$ cat config.mk
export PLATFORM = sky130hd
export DESIGN_NAME = spi_source_emitter
export DESIGN_NICKNAME = d
export VERILOG_FILES = /design/src/rtl/spi_source_emitter.sv
export SDC_FILE = /design/constraint.sdc
export NUM_CORES = 1
export LEC_CHECK = 0
export BUFFER_PORTS_ARGS = -buffer_cell sky130_fd_sc_hd__buf_2
export CAP_MARGIN = 5
export CORE_MARGIN = 1.5
export CORE_UTILIZATION = 62
export CTS_CLUSTER_SIZE = 40
export DETAILED_ROUTE_END_ITERATION = 8
export PLACE_DENSITY_LB_ADDON = 0.25
export SLEW_MARGIN = 15
export SYNTH_ARGS = -nofsm -noshare
export SYNTH_HDL_FRONTEND = slang
export SYNTH_SLANG_ARGS = --single-unit
$ cat constraint.sdc
create_clock -name CLK -period 2.8 [get_ports CLK]
set_input_delay 0.7 -clock CLK [delete_from_list [all_inputs] [get_ports CLK]]
set_output_delay 0.7 -clock CLK [all_outputs]
set_load 0.05 [all_outputs]
$ cat src/rtl/spi_source_emitter.sv
`default_nettype none
// ============================================================================
// Module      : spi_source_emitter
// Description : Buffers 16-bit words in a FIFO and emits them MSB-first on a
//               divided serial clock with word (LOAD) and message (STOP)
//               strobes. Define SPI_PARITY_EN to append an even-parity bit.
// Revision    : 1.0 - initial release
// ============================================================================
module spi_source_emitter #(
    parameter int CLK_DIV    = 4,
    parameter int FIFO_DEPTH = 16
) (
    input  logic        CLK,
    input  logic        RST,
    input  logic [15:0] WR_DATA,
    input  logic        WR_EN,
    input  logic        MSG_END,
    output logic        FULL,
    output logic        OVF,
    output logic        BUSY,
    output logic        SPI_CLK,
    output logic        SPI_DATA,
    output logic        SPI_LOAD,
    output logic        SPI_STOP
);
    localparam int c_AW = $clog2(FIFO_DEPTH);
`ifdef SPI_PARITY_EN
    localparam int c_NBITS = 17;
`else
    localparam int c_NBITS = 16;
`endif
    localparam logic [4:0]    c_LAST_BIT = 5'(c_NBITS - 1);
    localparam logic [7:0]    c_DIV_LAST = 8'(CLK_DIV - 1);
    localparam logic [7:0]    c_DIV_PRE  = 8'((CLK_DIV > 1) ? (CLK_DIV - 2) : 0);
    localparam logic [c_AW:0] c_PTR_ONE  = (c_AW + 1)'(1);

    localparam logic [1:0] c_IDLE   = 2'd0;
    localparam logic [1:0] c_LOAD_W = 2'd1;
    localparam logic [1:0] c_SHIFT  = 2'd2;
    localparam logic [1:0] c_GAP    = 2'd3;

    logic [1:0]         state_q, state_d;
    logic [16:0]        mem_q [FIFO_DEPTH];
    logic [c_AW:0]      wr_ptr_q, wr_ptr_d, rd_ptr_q, rd_ptr_d;
    logic               full_q, full_d, ovf_q, ovf_d, busy_q, busy_d;
    logic [7:0]         div_q, div_d;
    logic               phase_q, phase_d;
    logic [4:0]         bit_q, bit_d;
    logic [c_NBITS-1:0] shift_q, shift_d;
    logic               end_q, end_d;
    logic               spi_clk_q, spi_clk_d, spi_data_q, spi_data_d;
    logic               spi_load_q, spi_load_d, spi_stop_q, spi_stop_d;

    logic               w_push, w_pop, w_empty, w_bit_end, w_gap_pre;
    logic [16:0]        w_head;
    logic [c_NBITS-1:0] w_load_word;

    // FULL is the registered flag, so a write in a full cycle is lost even if a pop happens
    assign w_push  = WR_EN && !full_q;
    assign w_pop   = (state_q == c_LOAD_W);
    assign w_empty = (wr_ptr_q == rd_ptr_q);
    assign w_head  = mem_q[rd_ptr_q[c_AW-1:0]];

`ifdef SPI_PARITY_EN
    assign w_load_word = {w_head[15:0], ^w_head[15:0]};
`else
    assign w_load_word = w_head[15:0];
`endif

    assign w_bit_end = phase_q && (div_q == c_DIV_LAST);
    // LOAD_W occupies the final gap cycle so back-to-back words see exactly one idle bit period
    assign w_gap_pre = (CLK_DIV == 1) ? !phase_q : (phase_q && (div_q == c_DIV_PRE));

    always_ff @(posedge CLK or posedge RST) begin
        if (RST) state_q <= c_IDLE;
        else     state_q <= state_d;
    end

    always_comb begin
        state_d = state_q;
        case (state_q)
            c_IDLE:   if (!w_empty) state_d = c_LOAD_W;
            c_LOAD_W: state_d = c_SHIFT;
            c_SHIFT:  if (w_bit_end && (bit_q == c_LAST_BIT)) state_d = c_GAP;
            c_GAP: begin
                if (w_gap_pre && !w_empty) state_d = c_LOAD_W;
                else if (w_bit_end)        state_d = c_IDLE;
            end
            default:  state_d = c_IDLE;
        endcase
    end

    always_comb begin
        spi_clk_d  = 1'b0;
        spi_data_d = 1'b0;
        spi_load_d = 1'b0;
        spi_stop_d = 1'b0;
        if (state_q == c_SHIFT) begin
            spi_clk_d  = phase_q;
            spi_data_d = shift_q[c_NBITS-1];
            spi_load_d = (bit_q == c_LAST_BIT);
            spi_stop_d = (bit_q == c_LAST_BIT) && end_q;
        end
        busy_d = (state_q != c_IDLE) || !w_empty;
    end

    always_comb begin
        wr_ptr_d = w_push ? (wr_ptr_q + c_PTR_ONE) : wr_ptr_q;
        rd_ptr_d = w_pop  ? (rd_ptr_q + c_PTR_ONE) : rd_ptr_q;
        full_d   = (wr_ptr_d[c_AW] != rd_ptr_d[c_AW]) &&
                   (wr_ptr_d[c_AW-1:0] == rd_ptr_d[c_AW-1:0]);
        ovf_d    = ovf_q || (WR_EN && full_q);

        div_d   = div_q;
        phase_d = phase_q;
        bit_d   = bit_q;
        shift_d = shift_q;
        end_d   = end_q;
        case (state_q)
            c_LOAD_W: begin
                shift_d = w_load_word;
                end_d   = w_head[16];
                div_d   = '0;
                phase_d = 1'b0;
                bit_d   = '0;
            end
            c_SHIFT, c_GAP: begin
                if (div_q == c_DIV_LAST) begin
                    div_d   = '0;
                    phase_d = ~phase_q;
                    if (phase_q) begin
                        bit_d   = bit_q + 5'd1;
                        shift_d = {shift_q[c_NBITS-2:0], 1'b0};
                    end
                end else begin
                    div_d = div_q + 8'd1;
                end
            end
            default: begin
                div_d   = '0;
                phase_d = 1'b0;
            end
        endcase
    end

    always_ff @(posedge CLK) begin
        if (w_push) mem_q[wr_ptr_q[c_AW-1:0]] <= {MSG_END, WR_DATA};
    end

    always_ff @(posedge CLK or posedge RST) begin
        if (RST) begin
            wr_ptr_q   <= '0;
            rd_ptr_q   <= '0;
            full_q     <= 1'b0;
            ovf_q      <= 1'b0;
            busy_q     <= 1'b0;
            div_q      <= '0;
            phase_q    <= 1'b0;
            bit_q      <= '0;
            shift_q    <= '0;
            end_q      <= 1'b0;
            spi_clk_q  <= 1'b0;
            spi_data_q <= 1'b0;
            spi_load_q <= 1'b0;
            spi_stop_q <= 1'b0;
        end else begin
            wr_ptr_q   <= wr_ptr_d;
            rd_ptr_q   <= rd_ptr_d;
            full_q     <= full_d;
            ovf_q      <= ovf_d;
            busy_q     <= busy_d;
            div_q      <= div_d;
            phase_q    <= phase_d;
            bit_q      <= bit_d;
            shift_q    <= shift_d;
            end_q      <= end_d;
            spi_clk_q  <= spi_clk_d;
            spi_data_q <= spi_data_d;
            spi_load_q <= spi_load_d;
            spi_stop_q <= spi_stop_d;
        end
    end

    assign FULL     = full_q;
    assign OVF      = ovf_q;
    assign BUSY     = busy_q;
    assign SPI_CLK  = spi_clk_q;
    assign SPI_DATA = spi_data_q;
    assign SPI_LOAD = spi_load_q;
    assign SPI_STOP = spi_stop_q;

endmodule
`default_nettype wire

==> metrics.txt, run 1 <==
max capacitance violation total=0; worst hold path class=input pin to asynchronous set/reset pin; Crit Path Class=register to register; clk root buf=clkbuf_16; Vias/cell=6.42; slowest stage delay, CP=just under 800 ps; Yosys top cell by area=edfxtp_1; post-synth net total=708; share of synthesized registers carrying an async set or reset=15.5%; P per Cell Area=1040 nW/um2; Max VDD drop=0.000724 V; register area share after synthesis=73.9%; Post-Synthesis Cells=674; CP Capture Type=register; period utilization=86.6%; row count=52; final clock skew=8.61 ps; reg-to-reg startpoint=rd_ptr_q[0]$_DFF_PP0_; clk_lat worst skew=540 ps; Area Overhead vs Synth=12.4%; Synth Warn #=0; R2R setup slack=370 ps; I/O Buffers=26; Avg Cell Area, Syn=18.9 um2; width of the chip=146 um; DR pass1 iterations=5; gr usage total=25.8%; ys flop type=edfxtp_1; Synth Cell Area=12,700 um2; Crit-path slowest cell=dfrtp_4; cts repair resizes=0; share of cells above drive strength 1=approximately 24%; synthesized flop and latch total=322; origin of the worst setup path=rd_ptr_q[0]$_DFF_PP0_; outcome=complete, no violations; DRC viols=0; WP data arrival=approximately 2800 ps; Starting Density=around 63%; count of final setup violators=0; Commonest cells post-synth=edfxtp_1 (272), mux4_2 (70), dfrtp_1 (50), a21oi_1 (45), nor2_1 (35); unrepaired setup endpoints after global routing=no; Critical Path Most Common Cell=a21oi_1; Design Area, Final=14,300 um2; hpwl dp=15,300 um; pin count of the biggest net entering global routing=51; CP Capture Point=shift_q[1]$_DFFE_PP0P_; H-Tree Depth=1; EDFF count, synth=272; Fmax=412 MHz; Die Ht=about 150 um; Antenna Cells=0; Pins Over Slew Limit=0; Final Util=71.0%; setup TNS=0 ps; # Post-CTS Setup Buffers=0; I/O Pins=27; global-route wire length before repair=just over 40,000 um; Hold Worst Slack=194 ps; cts-stage hold buffer count=0; Initial DRC Count=517; Tmin final=2430 ps; WL/cell=25.7 um; Rel. slew slack=48.2%; CTS max path bufs=3; Startpoint Class=register; routed via count=6,589; grt ovf=0; worst-case reg-to-reg path depth=6; Layout fillers=between 1,000 and 1,500; CORE AREA=20,200 um2; R2R Path End=shift_q[1]$_DFFE_PP0P_; vias in the first global route=6,850; critical path cell sequence=buf_12 > mux4_2 > a22oi_1 > a21oi_1 > a21oi_1 > a21oi_1; Area contributors post-synth=edfxtp_1 (64%), mux4_2 (12%), dfrtp_1 (9.8%); Synth top area share=between 60% and 70%; Sink Count=322; Max FO, Critical Path=25; Detailed Route WL=26,400 um; Final Hold Vio Count=0; Worst-Margin Slew=777 ps; Netlist cell types=40; Pleak=4.94 nW; Area after DPL=13,400 um2; Layout Nets=between 700 and 800; DRT antenna net count=0; Routability Congestion=0.770; CTS tree=built; number of antenna violations at the first check in global routing=0; CP required=3210 ps; most numerous cell in the Yosys netlist=edfxtp_1; number of CTS-inserted buffers=31; die area=21,400 um2; Reg clk slew, reported paths=60 ps
cells by family after synthesis:
kind of cell / Yosys count / synth area share, %
simple gates: 104 / 4.24
buf+inv: 46 / 1.78
xor+xnor: 28 / 1.92
mux: 73 / 12.6
compound gates: 87 / 4.14
fa+ha+maj: 14 / 1.37
flops: 322 / 73.9
worst min path at each step:
stage	from	to	slack, ps	depth (start not counted)
final	RST	OVF$_DFF_PP0_	190	3
after global routing	RST	rd_ptr_q[1]$_DFF_PP0_	220	3
after CTS	RST	SPI_STOP$_DFF_PP0_	200	3
after detailed placement	OVF$_DFF_PP0_	OVF$_DFF_PP0_	460	1
after global placement	OVF$_DFF_PP0_	OVF$_DFF_PP0_	440	1
after floorplan	bit_q[1]$_DFFE_PP0P_	bit_q[1]$_DFFE_PP0P_	460	2
flip-flops by register name, summed over array words and instances, names as in the netlist, 2 cells and up:
register	count
mem_q	272
shift_q	16
div_q	8
bit_q	5
rd_ptr_q	5
wr_ptr_q	5
state_q	2
metrics by stage:
| step | power, mW | instances | setup WS, ps |
|---|---|---|---|
| after floorplan | 9.61 | 674 | 680 |
| after global placement | 10.8 | 969 | 441 |
| after detailed placement | 11.0 | 969 | 404 |
| after CTS | 15.0 | 1026 | 356 |
| after global routing | 15.6 | 1026 | 156 |
| final | 14.9 | 1026 | 375 |
cells in the final DEF, fill, tap and decap left out, types with 2 or more instances in the layout:
cell type and instances:
xnor2_1 16, mux4_2 70, nor2_1 35, clkinv_2 9, a22o_1 2, nand4_1 3
clkbuf_1 8, mux2_2 2, a22oi_1 30, clkbuf_8 4, nand2_1 11, clkbuf_16 31
a21oi_1 45, buf_12 5, xor2_1 12, buf_4 30, nor3_1 2, and2_1 20
clkinv_1 3, nand3_1 12, bufinv_16 2, nor4_1 2, nor2b_1 3, inv_1 9
nor3b_1 2, and3_1 5, dfrtp_1 48, buf_2 26, o21ai_0 6, edfxtp_1 272
and4b_1 2, ha_1 14
worst max-delay path: cells and delay by family (launching register included):
kind / cells / cell delay [ps]
multiplexers: 1 / 520
AO/OA/AOI/OAI: 4 / 660
buffers and inverters: 1 / 270
flip-flops: 1 / 790
report_power, final:
group,switching [mW],internal (mW),total (mW)
sequential,0.509,5.90,6.41
clock,1.66,2.32,3.98
combinational,2.50,2.01,4.51
total,4.67,10.2,14.9
metal layers:
| metal | vias to the layer above | GRT usage [%] | wire length, um |
|---|---|---|---|
| met2 | 279 | 42.5 | 13300 |
| met5 | - | 0 | 0 |
| met4 | 0 | 8.59 | 863 |
| li1 | 2800 | - | - |
| met3 | 57 | 4.44 | 1800 |
| met1 | 3453 | 35.7 | 10400 |
area by class of cell:
| type | count | area [um2] | area share, % |
|---|---|---|---|
| sequential | 322 | 9420 | 65.8 |
| multi-input combinational | 306 | 3100 | 21.6 |
| clock buffer | 43 | 861 | 6.01 |
| timing repair buffer | 61 | 455 | 3.18 |
| tap | 270 | 338 | 2.36 |
| clock inverter | 14 | 116 | 0.812 |
| inverter | 10 | 37.5 | 0.262 |
(Power assumes the default switching activity.)
==> run 2, diff against run 1 <==
- CORE_UTILIZATION: 62 -> 40
- clock period: 2.8 -> 2.2 ns (I/O delays scaled with it)
==> run 2 against run 1 <==
Clock power is 41% higher. Largest power group unchanged. Fmax rose by 20%. Register-to-register slack worse by 190 ps. Clock-buffer cell count increased by 10. First-iteration DRC count shrank 13%. Worst hold slack worse by 170 ps. Routed wire length rose by 5.0%. Sequential share of layout area is 2.5 points lower.
==> metrics.txt, run 2 (same netlist as run 1, synthesis figures left out) <==
P per Cell Area=1320 nW/um2 (was 1040 nW/um2); # Post-CTS Setup Buffers=0 (unchanged); DRC viols=0 (unchanged); Sink Count=322 (unchanged); WP data arrival=2410 ps (was 2830 ps); share of cells above drive strength 1=25.9% (was 24.5%); Area Overhead vs Synth=16.9% (was 12.4%); outcome=complete, no violations (unchanged); setup TNS=0 ps (unchanged); Crit Path Class=register to register (unchanged); Placed Instances=1,107 (was 969); Critical Path Most Common Cell=mux4_2 (was a21oi_1); Pins Over Slew Limit=0 (unchanged); unrepaired setup endpoints after global routing=no (unchanged); CP required=2600 ps (was 3210 ps); hpwl dp=15,600 um (was 15,300 um); gr usage total=17.6% (was 25.8%); die area=32,900 um2 (was 21,400 um2); I/O Pins=27 (unchanged); critical path cell sequence=buf_4 > mux4_2 > mux4_2 > mux2_2 (was buf_12 > mux4_2 > a22oi_1 > a21oi_1 > a21oi_1 > a21oi_1); Layout Nets=776 (was 766); I/O Buffers=26 (unchanged); worst hold path class=input pin to asynchronous set/reset pin (unchanged); final std cells w/o fill=1,172 (was 1,026); Tot Pwr=19.7 mW (was 14.9 mW); setup ws final=186 ps (was 375 ps); R2R setup slack=190 ps (was 370 ps); Fmax=496 MHz (was 412 MHz); count of final setup violators=0 (unchanged); max capacitance violation total=0 (unchanged); Tmin final=2010 ps (was 2430 ps); pin count of the biggest net entering global routing=39 (was 51); Startpoint Class=register (unchanged); WL/cell=23.6 um (was 25.7 um); Vias/cell=5.39 (was 6.42); Pleak=5.07 nW (was 4.94 nW); number of CTS-inserted buffers=35 (was 31); Final Hold Vio Count=0 (unchanged); clk root buf=clkbuf_16 (unchanged); Max VDD drop=0.000745 V (was 0.000724 V); CTS tree=built (unchanged); CORE AREA=31,500 um2 (was 20,200 um2); pre-CTS setup slack=145 ps (was 404 ps); width of the chip=181 um (was 146 um); vias in the first global route=6,723 (was 6,850); commonest non-fill, non-tap cell in the layout=edfxtp_1 (unchanged); most frequent cells in the layout=edfxtp_1 (272), mux4_2 (70), dfrtp_1 (47) (was edfxtp_1 (272), mux4_2 (70), dfrtp_1 (48)); clk_lat worst skew=520 ps (was 540 ps); Rel. slew slack=67.6% (was 48.2%); Routability Congestion=0.764 (was 0.770); Crit-path slowest cell=mux4_2 (was dfrtp_4); Reg clk slew, reported paths=60 ps (about the same); H-Tree Depth=2 (was 1); final clock skew=20.6 ps (was 8.61 ps); Max FO, Critical Path=4 (was 25); cts-stage hold buffer count=0 (unchanged); Worst-Margin Slew=486 ps (was 777 ps); period utilization=91.6% (was 86.6%); DR pass1 iterations=5 (unchanged); Die Ht=181 um (was 146 um); CP Capture Type=register (unchanged); grt ovf=0 (unchanged); max FFs per register=272 (unchanged); global-route wire length before repair=42,500 um (was 40,700 um); number of antenna violations at the first check in global routing=1 (was 0); slowest stage delay, CP=490 ps (was 790 ps); Final Util=47.3% (was 71.0%); DRT antenna net count=0 (unchanged); routed via count=6,320 (was 6,589); Initial DRC Count=450 (was 517); row count=65 (was 52); Starting Density=40.5% (was 63.2%); Detailed Route WL=27,700 um (was 26,400 um); CTS max path bufs=3 (unchanged)
==> run 2: metrics by stage <==
step | hold WS [ps] | cell area [um2]
global route | 40.8 | 14900
CTS | 7.98 | 14900
floorplan | 456 | 12700
global placement | 473 | 13800
finish | 20.0 | 14900
detailed placement | 471 | 13800
==> run 2: final timing paths <==
check	cells after the start	from	end
setup / recovery	4	rd_ptr_q[0]$_DFF_PP0_	end_q$_DFFE_PP0N_
hold / removal	2	RST	shift_q[0]$_DFFE_PP0P_
setup reg to reg	4	rd_ptr_q[0]$_DFF_PP0_	end_q$_DFFE_PP0N_
hold reg to reg	1	OVF$_DFF_PP0_	OVF$_DFF_PP0_
max in group asynchronous	3	RST	rd_ptr_q[0]$_DFF_PP0_
min in group CLK	2	WR_EN	OVF$_DFF_PP0_
==> run 2: layout make-up <==
cell class                 instances  area (um2)
tap                              402         503
sequential                       322        9430
fill                            2588       16600
antenna                            1        2.50
timing repair buffer              67         713
clock inverter                    11         101
clock buffer                      53        1010
inverter                          10        37.5
multi-input combinational        306        3100
==> run 2: power by group <==
| part | switching, mW | total, mW | internal [mW] |
|---|---|---|---|
| Combinational | 3.20 | 6.01 | 2.81 |
| Clock | 2.29 | 5.62 | 3.32 |
| Sequential | 0.555 | 8.07 | 7.51 |
| Total | 6.05 | 19.7 | 13.6 |
==> run 2: what timing repair did <==
action / CTS / global route
endpoints found under the hold margin: 0 / 0
gates resized for setup: 0 / 2
endpoints found under the setup margin: 0 / 1
==> run 2: worst max-delay path, delay by kind of cell, from the launching register on <==
kind | cells | cell delay, ps
buffers and inverters | 1 | 170
multiplexers | 3 | 1240
flip-flops | 1 | 480
==> run 2: routing by layer <==
metal | routed length [um] | global-route usage [%] | up-vias
li1 | - | - | 2821
met1 | 11800 | 23.7 | 3309
met2 | 13900 | 29.7 | 158
met3 | 1470 | 3.23 | 32
met4 | 469 | 4.70 | 0
met5 | 0 | 0 | -
==> run 3, diff against run 2 <==
- REMOVE_ABC_BUFFERS: default -> 1
==> run 3 against run 2 <==
Clock skew increased by 2.4 ps. Flip-flop and latch count unchanged. Cell count increased by 1.1%. Worst setup slack got worse by 130 ps. Routed wire length increased by 1.7%. Utilization increased by 0.25 points. First-iteration DRC count increased by 10%. Clock-buffer cell count decreased by 10. Sequential power about the same. Largest cell class unchanged. Highest routed layer unchanged.
==> metrics.txt, run 3 (same netlist as run 1, synthesis figures left out) <==
Detailed Route WL=28,200 um (was 27,700 um); Design Area, Final=15,000 um2 (was 14,900 um2); pin count of the biggest net entering global routing=35 (was 39); DRT antenna net count=0 (unchanged); vias in the first global route=6,814 (was 6,723); number of CTS-inserted buffers=35 (unchanged); Fmax=466 MHz (was 496 MHz); unrepaired setup endpoints after global routing=yes (was no); Worst-Margin Slew=641 ps (was 486 ps); Tot Pwr=19.9 mW (was 19.7 mW); Final Hold Vio Count=0 (unchanged); DR pass1 iterations=5 (unchanged); WL/cell=23.8 um (was 23.6 um); outcome=complete, no violations (unchanged); P per Cell Area=1330 nW/um2 (was 1320 nW/um2); Die Ht=181 um (unchanged); worst-case reg-to-reg path depth=4 (unchanged); width of the chip=181 um (unchanged); share of cells above drive strength 1=27.5% (was 25.9%); Max VDD drop=0.000684 V (was 0.000745 V); Pins Over Slew Limit=0 (unchanged); H-Tree Depth=2 (unchanged); clk root buf=clkbuf_16 (unchanged); I/O Buffers=26 (unchanged); Startpoint Class=register (unchanged); WP data arrival=2530 ps (was 2410 ps); Routability Congestion=0.784 (was 0.764); final clock skew=22.9 ps (was 20.6 ps); Reg clk slew, reported paths=60 ps (about the same); period utilization=97.5% (was 91.6%); Crit Path Class=register to register (unchanged); max capacitance violation total=0 (unchanged); routed via count=6,484 (was 6,320); CP required=2580 ps (was 2600 ps); Vias/cell=5.47 (was 5.39); clk_lat worst skew=520 ps (about the same); commonest non-fill, non-tap cell in the layout=edfxtp_1 (unchanged); row count=65 (unchanged); CP Capture Type=register (unchanged); hpwl dp=17,000 um (was 15,600 um); number of antenna violations at the first check in global routing=0 (was 1); Sink Count=322 (unchanged); # Post-CTS Setup Buffers=0 (unchanged); CTS max path bufs=3 (unchanged); DRC viols=0 (unchanged); die area=32,900 um2 (unchanged); gr usage total=17.7% (was 17.6%); Tmin final=2140 ps (was 2010 ps); Initial DRC Count=495 (was 450); Pleak=5.16 nW (was 5.07 nW); Starting Density=40.5% (unchanged); Rel. slew slack=57.2% (was 67.6%); Area Overhead vs Synth=17.5% (was 16.9%); Final Util=47.6% (was 47.3%); count of final setup violators=0 (unchanged); CORE AREA=31,500 um2 (unchanged); Hold Worst Slack=122 ps (was 20.0 ps); grt ovf=0 (unchanged); Area after DPL=13,800 um2 (about the same); most frequent cells in the layout=edfxtp_1 (272), mux4_2 (70), dfrtp_1 (48) (was edfxtp_1 (272), mux4_2 (70), dfrtp_1 (47)); I/O Pins=27 (unchanged); worst hold path class=input pin to asynchronous set/reset pin (unchanged); Max FO, Critical Path=17 (was 4); max FFs per register=272 (unchanged); CTS tree=built (unchanged); Layout Nets=792 (was 776); Antenna Cells=0 (was 1); global-route wire length before repair=43,000 um (was 42,500 um)
[run 3: changes by cell type in the layout (fill, tap and decap cells not counted), sizes merged]
cell      before  now
diode          1    0
clkbuf        53   44
clkinv         8   16
bufinv         1    2
buf           67   82
clkinvlp       1    0
[run 3: path summary, 6_finish.rpt]
path / end / slack [ps] / start
worst max-delay path: end_q$_DFFE_PP0N_ / 60 / rd_ptr_q[0]$_DFF_PP0_
worst min-delay path: SPI_DATA$_DFF_PP0_ / 120 / RST
worst max register to register: end_q$_DFFE_PP0N_ / 60 / rd_ptr_q[0]$_DFF_PP0_
worst min register to register: OVF$_DFF_PP0_ / 450 / OVF$_DFF_PP0_
max in group asynchronous: rd_ptr_q[1]$_DFF_PP0_ / 1480 / RST
min in group CLK: OVF$_DFF_PP0_ / 330 / WR_EN
[run 3: critical path, stage by stage (launching register included)]
cell and delay, ps:
dfrtp_4 560, buf_12 220, mux4_2 500, mux4_2 470, mux2_2 270
[run 3: cell type report]
class                      count  area (um2)
timing repair buffer          83         808
sequential                   322        9420
fill                        2560       16500
clock inverter                19         151
tap                          402         503
inverter                      10        37.5
clock buffer                  43         937
multi-input combinational    306        3120
[run 3: power by group]
part,internal (mW),total (mW),switching (mW)
combinational,2.97,6.33,3.36
clock,3.27,5.55,2.28
sequential,7.51,8.05,0.541
total,13.7,19.9,6.18
[run 3: per-layer routing]
layer	track usage, %	share of wire [%]	vias up
met5	0	0	-
met4	5.23	1.8	0
met3	2.93	5.1	37
met2	29.1	49	149
met1	24.3	44	3440
li1	-	-	2858
[run 3: through the flow]
step	instances	worst slack (ps)	TNS, ps
finish	1185	55.2	0
global route	1185	-18.1	-18.1
floorplan	638	-2090	-45180
global placement	1122	113	0
detailed placement	1122	88.9	0
CTS	1184	72.5	0
[run 3: repair_timing]
action                                  4_1_cts  5_1_grt
resized for setup                             0        6
endpoints found under the setup margin        0        5
hold buffers                                  0        0
